## src/rtl/dmem_access_unit_if.sv

```systemverilog
// -----------------------------------------------------------------------------
// dmem_access_unit_if
// Data-memory bus between the MEM-stage access unit (master) and the memory
// (slave). There is one word-aligned transaction at a time. The master holds
// mem_req together with the address, data and lane mask until mem_ack returns.
//
//   mem_req    master->slave  bus request
//   mem_we     master->slave  write enable
//   mem_addr   master->slave  word-aligned byte address
//   mem_wdata  master->slave  lane-replicated store data
//   mem_wmask  master->slave  byte-lane enables (stores only)
//   mem_rdata  slave->master  read data, valid with mem_ack
//   mem_ack    slave->master  transaction completion
// -----------------------------------------------------------------------------
interface dmem_access_unit_if;
  logic        mem_req;
  logic        mem_we;
  logic [31:0] mem_addr;
  logic [31:0] mem_wdata;
  logic [3:0]  mem_wmask;
  logic [31:0] mem_rdata;
  logic        mem_ack;

  modport master (
    output mem_req, mem_we, mem_addr, mem_wdata, mem_wmask,
    input  mem_rdata, mem_ack
  );

  modport slave (
    input  mem_req, mem_we, mem_addr, mem_wdata, mem_wmask,
    output mem_rdata, mem_ack
  );
endinterface

```

## src/rtl/dmem_access_unit.sv

```systemverilog
// -----------------------------------------------------------------------------
// dmem_access_unit
// Load/store responder between the MEM-stage pipeline and data memory.
// An aligned load or store presented in IDLE is latched. The unit then runs
// one bus transaction in REQ and spends one DONE cycle while the pipeline
// captures the result. It stalls the pipeline (busy) from the request cycle
// through the last REQ cycle. If the memory never acknowledges, the
// transaction is abandoned after TIMEOUT_CYCLES REQ cycles.
//
// Ports:
//   clk, reset        clock (rising edge) and asynchronous active-low reset
//   mem_read          pipeline presents a load
//   mem_write         pipeline presents a store
//   func3[2:0]        access size: 000 B, 001 H, 010 W, 100 BU, 101 HU (others W)
//   address[31:0]     byte address
//   write_data[31:0]  right-aligned store data
//   d_mem_result      formatted load data, held between loads
//   busy              combinational stall request
//   misalign_err      combinational: presented access is misaligned
//   bus_err           one-cycle pulse in DONE after a timeout
//   bus               memory bus (master side)
// -----------------------------------------------------------------------------
module dmem_access_unit #(
  parameter int unsigned TIMEOUT_CYCLES = 32'd255
) (
  input  logic                       clk,
  input  logic                       reset,
  input  logic                       mem_read,
  input  logic                       mem_write,
  input  logic [2:0]                 func3,
  input  logic [31:0]                address,
  input  logic [31:0]                write_data,
  output logic [31:0]                d_mem_result,
  output logic                       busy,
  output logic                       misalign_err,
  output logic                       bus_err,
  dmem_access_unit_if.master         bus
);

  localparam logic [1:0] ST_IDLE = 2'd0;
  localparam logic [1:0] ST_REQ  = 2'd1;
  localparam logic [1:0] ST_DONE = 2'd2;

  localparam logic [15:0] TIMEOUT_W = TIMEOUT_CYCLES[15:0];

  logic [1:0]  state_r;
  logic [15:0] cnt_r;
  logic [2:0]  lat_func3_r;
  logic [1:0]  lat_addr_lo_r;
  logic        lat_write_r;
  logic [31:0] d_mem_result_r;
  logic        bus_err_r;
  logic        mem_req_r;
  logic        mem_we_r;
  logic [31:0] mem_addr_r;
  logic [31:0] mem_wdata_r;
  logic [3:0]  mem_wmask_r;

  logic        access_s;
  logic        misaligned_s;
  logic        idle_s;
  logic        start_s;
  logic        timeout_s;

  // H/HU need an even address. W (and the unlisted codes) need a word-aligned address.
  function automatic logic misaligned_f(input logic [2:0] f3, input logic [1:0] a);
    logic m;
    case (f3[1:0])
      2'b00:   m = 1'b0;
      2'b01:   m = a[0];
      default: m = (a != 2'b00);
    endcase
    return m;
  endfunction

  // Replicate the store datum across every lane it could occupy.
  function automatic logic [31:0] store_data_f(input logic [2:0] f3, input logic [31:0] wd);
    logic [31:0] d;
    case (f3[1:0])
      2'b00:   d = {4{wd[7:0]}};
      2'b01:   d = {2{wd[15:0]}};
      default: d = wd;
    endcase
    return d;
  endfunction

  // Byte-lane enables for a store of the given size at the given offset.
  function automatic logic [3:0] store_mask_f(input logic [2:0] f3, input logic [1:0] a);
    logic [3:0] m;
    case (f3[1:0])
      2'b00:   m = 4'b0001 << a;
      2'b01:   m = a[1] ? 4'b1100 : 4'b0011;
      default: m = 4'b1111;
    endcase
    return m;
  endfunction

  // Select the addressed lane of the read word and extend it to 32 bits.
  function automatic logic [31:0] load_format_f(input logic [2:0] f3, input logic [1:0] a,
                                                input logic [31:0] rd);
    logic [7:0]  b;
    logic [15:0] h;
    logic [31:0] r;
    case (a)
      2'd0:    b = rd[7:0];
      2'd1:    b = rd[15:8];
      2'd2:    b = rd[23:16];
      default: b = rd[31:24];
    endcase
    h = a[1] ? rd[31:16] : rd[15:0];
    case (f3)
      3'b000:  r = {{24{b[7]}}, b};
      3'b100:  r = {24'd0, b};
      3'b001:  r = {{16{h[15]}}, h};
      3'b101:  r = {16'd0, h};
      default: r = rd;
    endcase
    return r;
  endfunction

  // Request decode, the combinational stall/misalign flags and the timeout condition.
  always_comb begin
    access_s     = mem_read | mem_write;
    misaligned_s = misaligned_f(func3, address[1:0]);
    idle_s       = (state_r == ST_IDLE);
    start_s      = idle_s & access_s & ~misaligned_s;
    busy         = start_s | (state_r == ST_REQ);
    misalign_err = idle_s & access_s & misaligned_s;
    timeout_s    = (state_r == ST_REQ) & ~bus.mem_ack & ((cnt_r + 16'd1) == TIMEOUT_W);
  end

  // Transaction FSM with the latched request, the bus drivers and the result register.
  always_ff @(posedge clk or negedge reset) begin
    if (!reset) begin
      state_r        <= ST_IDLE;
      cnt_r          <= 16'd0;
      lat_func3_r    <= 3'd0;
      lat_addr_lo_r  <= 2'd0;
      lat_write_r    <= 1'b0;
      d_mem_result_r <= 32'd0;
      bus_err_r      <= 1'b0;
      mem_req_r      <= 1'b0;
      mem_we_r       <= 1'b0;
      mem_addr_r     <= 32'd0;
      mem_wdata_r    <= 32'd0;
      mem_wmask_r    <= 4'd0;
    end else begin
      case (state_r)
        ST_IDLE: begin
          bus_err_r <= 1'b0;
          if (start_s) begin
            state_r       <= ST_REQ;
            cnt_r         <= 16'd0;
            lat_func3_r   <= func3;
            lat_addr_lo_r <= address[1:0];
            lat_write_r   <= mem_write;
            mem_req_r     <= 1'b1;
            mem_we_r      <= mem_write;
            mem_addr_r    <= {address[31:2], 2'b00};
            mem_wdata_r   <= store_data_f(func3, write_data);
            mem_wmask_r   <= mem_write ? store_mask_f(func3, address[1:0]) : 4'b0000;
          end else begin
            state_r <= ST_IDLE;
          end
        end
        ST_REQ: begin
          // An ack on the same edge as the last allowed cycle still completes normally.
          if (bus.mem_ack) begin
            state_r     <= ST_DONE;
            mem_req_r   <= 1'b0;
            mem_we_r    <= 1'b0;
            mem_wmask_r <= 4'b0000;
            if (!lat_write_r) begin
              d_mem_result_r <= load_format_f(lat_func3_r, lat_addr_lo_r, bus.mem_rdata);
            end else begin
              d_mem_result_r <= d_mem_result_r;
            end
          end else if (timeout_s) begin
            state_r     <= ST_DONE;
            bus_err_r   <= 1'b1;
            mem_req_r   <= 1'b0;
            mem_we_r    <= 1'b0;
            mem_wmask_r <= 4'b0000;
            if (!lat_write_r) begin
              d_mem_result_r <= 32'd0;
            end else begin
              d_mem_result_r <= d_mem_result_r;
            end
          end else begin
            cnt_r <= cnt_r + 16'd1;
          end
        end
        ST_DONE: begin
          // The pipeline still presents the finished instruction here, so inputs are ignored.
          state_r   <= ST_IDLE;
          bus_err_r <= 1'b0;
        end
        default: begin
          state_r     <= ST_IDLE;
          bus_err_r   <= 1'b0;
          mem_req_r   <= 1'b0;
          mem_we_r    <= 1'b0;
          mem_wmask_r <= 4'b0000;
        end
      endcase
    end
  end

  assign d_mem_result  = d_mem_result_r;
  assign bus_err       = bus_err_r;
  assign bus.mem_req   = mem_req_r;
  assign bus.mem_we    = mem_we_r;
  assign bus.mem_addr  = mem_addr_r;
  assign bus.mem_wdata = mem_wdata_r;
  assign bus.mem_wmask = mem_wmask_r;

endmodule

```

## src/flat_wrapper.sv

```systemverilog
// flat-port wrapper written by rule: the top's interface ports become plain ports
module dmem_access_unit_flat 
#(
  parameter int unsigned TIMEOUT_CYCLES = 32'd255
)
  (clk, reset, mem_read, mem_write, func3, address, write_data, d_mem_result, busy, misalign_err, bus_err, bus_mem_req, bus_mem_we, bus_mem_addr, bus_mem_wdata, bus_mem_wmask, bus_mem_rdata, bus_mem_ack);
  dmem_access_unit_if bus_i ();
  input  logic clk;
  input  logic reset;
  input  logic mem_read;
  input  logic mem_write;
  input  logic [2:0] func3;
  input  logic [31:0] address;
  input  logic [31:0] write_data;
  output logic [31:0] d_mem_result;
  output logic busy;
  output logic misalign_err;
  output logic bus_err;
  output wire logic [$bits(bus_i.mem_req)-1:0] bus_mem_req;
  output wire logic [$bits(bus_i.mem_we)-1:0] bus_mem_we;
  output wire logic [$bits(bus_i.mem_addr)-1:0] bus_mem_addr;
  output wire logic [$bits(bus_i.mem_wdata)-1:0] bus_mem_wdata;
  output wire logic [$bits(bus_i.mem_wmask)-1:0] bus_mem_wmask;
  input wire logic [$bits(bus_i.mem_rdata)-1:0] bus_mem_rdata;
  input wire logic [$bits(bus_i.mem_ack)-1:0] bus_mem_ack;
  assign bus_mem_req = bus_i.mem_req;
  assign bus_mem_we = bus_i.mem_we;
  assign bus_mem_addr = bus_i.mem_addr;
  assign bus_mem_wdata = bus_i.mem_wdata;
  assign bus_mem_wmask = bus_i.mem_wmask;
  assign bus_i.mem_rdata = bus_mem_rdata;
  assign bus_i.mem_ack = bus_mem_ack;
  dmem_access_unit #(.TIMEOUT_CYCLES(TIMEOUT_CYCLES)) u_core (.clk(clk), .reset(reset), .mem_read(mem_read), .mem_write(mem_write), .func3(func3), .address(address), .write_data(write_data), .d_mem_result(d_mem_result), .busy(busy), .misalign_err(misalign_err), .bus_err(bus_err), .bus(bus_i));
endmodule
```

## config.mk

```make
export PLATFORM = sky130hd
export DESIGN_NAME = dmem_access_unit_flat
export DESIGN_NICKNAME = d
export VERILOG_FILES = /design/src/rtl/dmem_access_unit_if.sv /design/src/rtl/dmem_access_unit.sv /design/src/flat_wrapper.sv
export SDC_FILE = /design/constraint.sdc
export NUM_CORES = 1
export LEC_CHECK = 0
export ABC_CLOCK_PERIOD_IN_PS = 3600
export CAP_MARGIN = 20
export CORE_MARGIN = 3
export CORE_UTILIZATION = 50
export DETAILED_ROUTE_END_ITERATION = 10
export PLACE_DENSITY = 0.85
export SETUP_SLACK_MARGIN = 0.2
export SYNTH_ARGS = -nofsm -noshare
export SYNTH_HDL_FRONTEND = slang
export SYNTH_SLANG_ARGS = --single-unit
export TNS_END_PERCENT = 100
```

## constraint.sdc

```tcl
create_clock -name clk -period 3.6 [get_ports clk]
set_clock_uncertainty 0.1 [all_clocks]
set_input_delay 0.36 -clock clk [delete_from_list [all_inputs] [get_ports clk]]
set_output_delay 0.36 -clock clk [all_outputs]
set_load 0.02 [all_outputs]
```

After elaboration in Yosys (flattened, before gate mapping). Index checks and enable logic that the tools add are counted.

Bits in registers: 125. Input port bits: 104. Output and inout port bits: 105. Word-level logic and storage cells: 84.

Eq/ne operators: 14. Mux-type cells: 33. $add $sub $neg: 1. Reductions and logical operators: 12. Bitwise gates (word level): 11. Shifts and indexed selects: 1.

Operators by type and width (count): 32-bit 2-to-1 mux (4); 32-bit case mux with 4 select lines (1); 16-bit 2-to-1 mux (4); 32-bit case mux with 2 select lines (1); 16-bit case mux with 2 select lines (1); 8-bit case mux with 3 select lines (1); 4-bit 2-to-1 mux (5); 16-bit by 1-bit adder with 16-bit output, second input constant (1); 16-bit by 8-bit equality test with 1-bit output, second input constant (1); 4-bit case mux with 3 select lines (1); 1-bit 2-to-1 mux (8); 4-bit case mux with 2 select lines (1); 2-bit by 1-bit equality test with 1-bit output, second input constant (3); 3-bit equality test, second input constant (2); 2-bit logical NOT (3); 2-bit != test, second input constant (3); 1-bit case mux with 3 select lines (2); 3-bit AND reduction (2); 2-bit nonzero test (3); 1-bit AND (5); 2-bit equality test, second input constant (2); 2-bit 2-to-1 mux (2); 1-bit inverter (4); 2-bit case mux with 2 select lines (1); 9 further kinds (11).

Depth between registers and ports, before layout. Gate-level depths: netlist of run 1.

Depth in word-level cells: 6. Depth in mapped cells: 9. Mapped depth without buffers: 8.

Least setup slack after synthesis of run 1. Ideal clock, no wire load.

Path type: reg2reg. From: register u_core.cnt_r[1]. To: register u_core.cnt_r[1]. Slack: 1.281 ns. Path buffers: 0. Arrival: 2.139 ns. Cell stages (with the launch flop): 8. Cell sequence: dfrtp_1 -> ha_1 -> nand3_2 -> or4_4 -> mux2i_1 -> o2111ai_1 -> o21ai_2 -> mux2i_1.

Cells in the longest elaborated chain, start to end: 5. Elaborated cells on any way between the ends: 8. Classes of those cells: add/sub: 1; eq/ne: 2; mux: 3; bitwise: 1; reduce/logical: 1.

RTL lines: start: declaration (line dmem_access_unit.sv:47) `logic [15:0] cnt_r;`; start signal: assignment (line dmem_access_unit.sv:190) `cnt_r <= cnt_r + 16'd1;`; 16-bit by 1-bit adder with 16-bit output (*) (line dmem_access_unit.sv:129, dmem_access_unit.sv:190); 16-bit by 8-bit equality test with 1-bit output (line dmem_access_unit.sv:129) `timeout_s = (state_r == ST_REQ) & ~bus.mem_ack & ((cnt_r + 16'd1) == TIMEOUT_W);`; 1-bit AND (line dmem_access_unit.sv:129); 2-bit != test (no line); 4-bit AND reduction (no line).

Mark *: on every way between the ends. The rest lies on a longest branch, timed or not. The select of a mux whose other input is x is not followed. A chain may end at the register's enable or synchronous reset.

Final worst setup path of run 1.
From: register u_core.cnt_r[1]. To: register u_core.d_mem_result_r[18] (netlist: u_core.d_mem_result[18]).

Cells in the longest elaborated chain, start to end: 5.

RTL lines: 16-bit by 1-bit adder with 16-bit output (line dmem_access_unit.sv:129); 16-bit by 8-bit equality test with 1-bit output (line dmem_access_unit.sv:129); 1-bit AND (line dmem_access_unit.sv:129); 2-bit nonzero test (no line); 3-bit AND reduction (no line); end signal: assignment (line dmem_access_unit.sv:174) `d_mem_result_r <= load_format_f(lat_func3_r, lat_addr_lo_r, bus.mem_rdata);`; end signal: assignment (line dmem_access_unit.sv:176) `d_mem_result_r <= d_mem_result_r;`; end signal: assignment (line dmem_access_unit.sv:187) `d_mem_result_r <= d_mem_result_r;`; end: declaration (line dmem_access_unit.sv:51) `logic [31:0] d_mem_result_r;`.

Every way passes these cells.

==> metrics.md, run 1 <==
| Metric | Value |
|---|---|
| Hold path start | `u_core.bus.mem_addr[2]` |
| CTS tree | `yes` |
| Worst skew pair latency | `0.41 ns` |
| First DRT Iteration DRCs | `692` |
| HP Class | `flop to flop` |
| Setup CP Type | `flop to flop` |
| Total CTS buffers | `17` |
| Die height | `118 µm` |
| Antenna violations before repair | `0` |
| Clk root buf | `clkbuf_16` |
| Initial core utilization | `51.9%` |
| I/O Buffers | `206` |
| Logic pwr share | `40.7%` |
| Sequential share of power | `32.3%` |
| Final min period | `2.80 ns` |
| Syn Inst Count | `738` |
| CTS H-tree depth | `4` |
| Total negative slack | `0 ns` |
| Routed wire per std cell | `17.5 µm` |
| Post-CTS Setup Bufs | `0` |
| Ports | `209` |
| Mapped Area | `6310 µm²` |
| Post-CTS resize count | `0` |
| Crit path from | `u_core.cnt_r[1]` |
| Slew @ Worst Pin | `0.811 ns` |
| Synth Warn # | `0` |
| GRT Resource Usage Total | `27.5%` |
| Status | `complete, no violations` |
| Worst-path clk slew | `0.06 ns` |
| First-pass GRT wire length | `30.8 mm` |
| Clock power share | `26.9%` |
| FF-to-FF Start | `u_core.cnt_r[1]` |
| Synth top area share | `49.6%` |
| RSZ-0062 raised after global routing | `false` |
| Max-cap violations | `0` |
| Sw Share | `36.7%` |
| Ys flop type | `dfrtp_1` |
| Worst slew margin | `45.7%` |
| Synth area leaders | `dfrtp_1, nand2_1, o21ai_0` |
| Register bit count reported by yosys | `125` |
| FMAX | `0.357 GHz` |
| Fraction of layout cells with a size suffix above 1 | `6.50%` |
| Synth cell count leaders | `nand2_1, dfrtp_1, o21ai_0, clkbuf_1, mux2i_1` |
| Die area | `14,000 µm²` |
| Final setup fails | `0` |
| First-pass detailed-route iteration total | `6` |
| Core area | `12,200 µm²` |
| Largest net degree at the start of global routing | `62` |
| Total Wirelength | `19.4 mm` |
| Cell variety after synth | `49` |
| Switching power | `0.00262 W` |
| Cell leakage power | `4.13 nW` |
| Worst Path Max Fanout | `40` |
| Area growth syn-to-layout | `45.3%` |
| # rows | `40` |
| DRC errors left | `0` |
| Final HPWL DP | `13.3 mm` |
| P_int | `0.00452 W` |
| Startpoint types | `flop` |
| Post-synth EDFFs | `0` |
| Vias after detailed routing | `6,164` |
| Clk buf depth | `2` |
| Pwr per Cell Area | `779 nW/µm²` |
| Post-synth ARST share | `100%` |
| Final worst path period share | `77.8%` |
| Die width | `118 µm` |
| Crit path DAT | `2.97 ns` |
| Register area share after synthesis | `49.6%` |
| Cell with the most instances after synthesis | `nand2_1` |
| Vias per inst | `5.57` |
| Overall Power | `0.00715 W` |
| ANT nets after route | `0` |
| Critical Path Sink Type | `flop` |
| Final Max Slew Viols | `0` |
| Placer congestion estimate | `0.847` |
| Clock Sinks | `125` |
| Peak supply drop | `0.421 mV` |
| Vias in the first global route | `5,990` |
| Post-synth top area cell | `dfrtp_1` |
| GRT Residual Overflow | `0` |
| Post-synthesis area per instance | `8.55 µm²` |
| WP data required | `3.77 ns` |
| Final Net Count | `1,032` |
| Post-CTS Hold Fix Bufs | `1` |
| Final Hold Vio Count | `0` |
| Diodes inserted | `0` |
[cells in the final DEF, fill, tap and decap left out, types with 2 or more instances in the layout]
| cell | n |
|---|---|
| and3_1 | 11 |
| nor2_1 | 25 |
| o211a_1 | 2 |
| dfrtp_1 | 125 |
| or2_2 | 4 |
| clkinvlp_4 | 2 |
| clkbuf_16 | 17 |
| buf_4 | 17 |
| nor4_1 | 3 |
| a211oi_1 | 2 |
| nand3_1 | 8 |
| or3_1 | 6 |
| a21oi_1 | 23 |
| ha_1 | 2 |
| clkdlybuf4s50_1 | 205 |
| o21ai_1 | 2 |
| clkinv_4 | 2 |
| nand2b_1 | 13 |
| nand4_1 | 4 |
| inv_1 | 27 |
| bufinv_16 | 5 |
| o31ai_1 | 10 |
| conb_1 | 2 |
| a31oi_1 | 19 |
| o311ai_1 | 7 |
| nand2_1 | 224 |
| mux2i_1 | 28 |
| nor3_1 | 5 |
| o221ai_1 | 7 |
| mux2_2 | 3 |
| clkbuf_8 | 4 |
| a22oi_1 | 19 |
| o22a_1 | 2 |
| o21ai_0 | 69 |
| xnor2_1 | 6 |
| a221oi_1 | 9 |
[worst max-delay path, cell delays in order (launching register included)]
cell,delay [ns]
dfrtp_1,0.41
ha_1,0.27
nand3_2,0.19
or4_4,0.58
mux2i_1,0.17
o2111ai_1,0.23
nor2_2,0.13
buf_4,0.37
o21ai_0,0.18
[power groups by stage]
| stage | sequential (W) | combinational [W] | clock, W |
|---|---|---|---|
| 3_3_place_gp | 0.00230 | 0.00283 | 0 |
| 2_1_floorplan | 0.00280 | 0.000955 | 0 |
| 4_1_cts | 0.00231 | 0.00291 | 0.00194 |
| 3_5_place_dp | 0.00231 | 0.00289 | 0 |
| 5_1_grt | 0.00237 | 0.00313 | 0.00201 |
| 6_report | 0.00231 | 0.00291 | 0.00193 |
[path summary, 6_finish.rpt]
path	end	slack [ns]	cells past startpoint
worst max-delay path	u_core.d_mem_result[18]	0.80	8
worst min-delay path	u_core.bus.mem_addr[2]	0.37	2
worst max register to register	u_core.d_mem_result[18]	0.80	8
worst min register to register	u_core.bus.mem_addr[2]	0.37	2
max in group asynchronous	u_core.bus.mem_wdata[17]	2.09	3
min in group asynchronous	u_core.cnt_r[14]	0.49	2
[per-layer routing]
metal	share of wire, %	vias up	routed length, µm	GRT usage [%]
met2	46	303	8950	43.3
met4	2.7	0	521	11.0
met3	11	46	2180	11.7
li1	-	2895	-	-
met5	0	-	0	0
met1	40	2920	7740	33.3
[area by class of cell]
type	instances	area (µm²)
Fill cell	863	2990
Timing Repair Buffer	223	2190
Sequential cell	125	3130
Clock inverter	9	183
Multi-Input combinational cell	531	2870
Clock buffer	22	484
Inverter	28	105
Tap cell	168	210
[through the flow]
stage	utilization, %	cells	hold WS (ns)	setup WS, ns	cell area, µm²
global placement	69.8	1073	0.356	0.799	8490
floorplan	-	739	-0.0356	1.28	6310
detailed placement	69.8	1073	0.362	0.658	8490
CTS	75.4	1105	0.362	0.801	9170
global route	75.4	1106	0.373	0.634	9170
finish	75.4	1106	0.372	0.799	9170
[cell families after synthesis]
kind of cell             after synthesis  share of synthesized area [%]
AO/OA/AOI/OAI                        177                           17.6
XOR/XNOR                               7                          0.971
adder cells (fa/ha/maj)                2                          0.396
buffers and inverters                 83                           5.21
flip-flops                           125                           49.6
multiplexers                          32                           5.33
other                                  1                         0.0594
AND/OR/NAND/NOR                      311                           20.9
[sequential cells by signal (all words and copies together), names as in the netlist]
name	cells
u_core.bus.mem_addr	30
u_core.bus.mem_req	1
u_core.bus.mem_wdata	32
u_core.bus.mem_we	1
u_core.bus.mem_wmask	4
u_core.bus_err	1
u_core.cnt_r	16
u_core.d_mem_result	32
u_core.lat_addr_lo_r	2
u_core.lat_func3_r	3
u_core.lat_write_r	1
u_core.state_r	2
(Power assumes the default switching activity.)
==> run 2, diff against run 1 <==
- ABC_CLOCK_PERIOD_IN_PS: 3600 -> 2300
- CORE_UTILIZATION: 50 -> 42
- PLACE_DENSITY: 0.85 -> 0.76
- clock period: 3.6 -> 2.3 ns (I/O delays scaled with it)
==> run 2 against run 1 <==
  * The run now ends with setup timing left
  * Final cell count rose by 7.3%
  * Global-route usage decreased by 3.0 points
  * Worst setup slack worse by 0.89 ns
  * Critical path depth increased by 7
  * Register-to-register slack lost 0.89 ns
  * Count of clock-buffer cells in the layout down 3
  * Sequential power up 56%
  * Critical endpoint is now u_core.cnt_r[0]
==> metrics.md, run 2 (same netlist as run 1, synthesis figures left out) <==
| Metric | Value |
|---|---|
| Worst slew margin | `47.0%` |
| Fraction of layout cells with a size suffix above 1 | `15.2%` |
| First-pass detailed-route iteration total | `6` |
| Status | `finished with violations` |
| Overall Power | `0.0117 W` |
| Placement Cell Area | `8920 µm²` |
| # rows | `44` |
| Startpoint types | `flop` |
| ANT nets after route | `0` |
| Critical Path Sink Type | `flop` |
| Worst-path clk slew | `0.06 ns` |
| Placer congestion estimate | `0.885` |
| Setup CP Type | `flop to flop` |
| Final Max Slew Viols | `0` |
| Initial core utilization | `43.1%` |
| Final instance area | `10,000 µm²` |
| Largest net degree at the start of global routing | `73` |
| Peak supply drop | `0.789 mV` |
| Antenna violations before repair | `0` |
| FMAX | `0.418 GHz` |
| Slew @ Worst Pin | `0.792 ns` |
| Final HPWL DP | `13.9 mm` |
| Pre-CTS setup slack | `-0.174 ns` |
| I/O Buffers | `206` |
| Worst R2R Setup Slack | `-0.09 ns` |
| Die width | `129 µm` |
| CTS H-tree depth | `4` |
| Ports | `209` |
| Final worst slack | `-0.0931 ns` |
| Cell leakage power | `4.51 nW` |
| WP data required | `2.50 ns` |
| Worst Path Max Fanout | `4` |
| Diodes inserted | `0` |
| Final min period | `2.39 ns` |
| HP Class | `input pin to flop` |
| Area growth syn-to-layout | `59.2%` |
| Core area | `14,600 µm²` |
| Die area | `16,500 µm²` |
| First DRT Iteration DRCs | `421` |
| Clk buf depth | `2` |
| Vias after detailed routing | `6,495` |
| Total CTS buffers | `17` |
| Clk root buf | `clkbuf_16` |
| Highest-count cells in the layout ignoring fill and taps | `nand2_1, clkdlybuf4s50_1, dfrtp_1, buf_4, o21ai_0` |
| Vias per inst | `5.47` |
| Final Hold Vio Count | `0` |
| Die height | `129 µm` |
| Vias in the first global route | `6,223` |
| Clock Sinks | `125` |
| Pwr per Cell Area | `1160 nW/µm²` |
| CTS tree | `yes` |
| Total negative slack | `-0.714 ns` |
| Final setup fails | `25` |
| Worst skew pair latency | `0.41 ns` |
| Total Wirelength | `20.7 mm` |
| DRC errors left | `0` |
| Most common cell after layout, fill and taps aside | `nand2_1` |
| First-pass GRT wire length | `32.1 mm` |
| Routed wire per std cell | `17.5 µm` |
| Crit path DAT | `2.59 ns` |
| Max-cap violations | `0` |
| RSZ-0062 raised after global routing | `true` |
| GRT Resource Usage Total | `24.5%` |
| Utilization of the core after routing | `68.6%` |
| Final worst path period share | `104%` |
| GRT Residual Overflow | `0` |
| Final Net Count | `1,096` |
| Failing checks | `setup timing` |
==> run 2: what timing repair did <==
item,4_1_cts,5_1_grt
pin swaps,4,6
buffers inserted,18,1
cloned,2,1
setup endpoints to repair,50,50
resized for setup,34,32
endpoints found under the hold margin,38,0
hold buffers,1,0
==> run 2: metrics by stage <==
stage / cells / hold WS (ns)
floorplan: 739 / -0.166
global placement: 1132 / 0.181
detailed placement: 1132 / 0.175
CTS: 1185 / 0.216
global route: 1187 / 0.229
finish: 1187 / 0.235
==> run 2: where the power goes <==
part           switching (W)  total [W]  leakage (nW)  internal (W)
clock network        0.00105    0.00301         0.318       0.00196
registers           0.000620    0.00361          1.50       0.00299
logic                0.00265    0.00508          2.70       0.00244
total                0.00431     0.0117          4.51       0.00739
==> run 2: final cells by class <==
| type | count | area (µm²) |
|---|---|---|
| sequential | 125 | 3130 |
| multi-input combinational | 531 | 3100 |
| inverter | 28 | 105 |
| clock buffer | 19 | 443 |
| tap | 184 | 230 |
| fill | 1097 | 4590 |
| timing repair buffer | 287 | 2830 |
| clock inverter | 13 | 211 |
==> run 2: worst max-delay path: stages (launching register included) <==
cell and delay (ns):
dfrtp_2 0.42, inv_2 0.06, buf_6 0.11, buf_4 0.12, buf_4 0.12, buf_4 0.12, buf_4 0.12, buf_4 0.13
buf_6 0.11, buf_4 0.12, buf_4 0.12, buf_4 0.12, buf_6 0.10, buf_4 0.12, o211a_1 0.10, a31o_1 0.19
==> run 2: worst paths after layout <==
kind | from | to | cells past startpoint
max | u_core.cnt_r[0] | u_core.cnt_r[0] | 15
min | address[9] | u_core.bus.mem_addr[9] | 3
max reg2reg | u_core.cnt_r[0] | u_core.cnt_r[0] | 15
min reg2reg | u_core.bus.mem_addr[13] | u_core.bus.mem_addr[13] | 2
max in group asynchronous | reset | u_core.cnt_r[1] | 3
min in group asynchronous | reset | u_core.cnt_r[10] | 2
==> run 2: layer usage <==
metal / up-vias / track usage [%] / wire (µm)
met2: 306 / 38.1 / 9540
met3: 37 / 10.4 / 2280
li1: 3040 / - / -
met4: 0 / 7.66 / 505
met5: - / 0 / 0
met1: 3112 / 31.2 / 8400
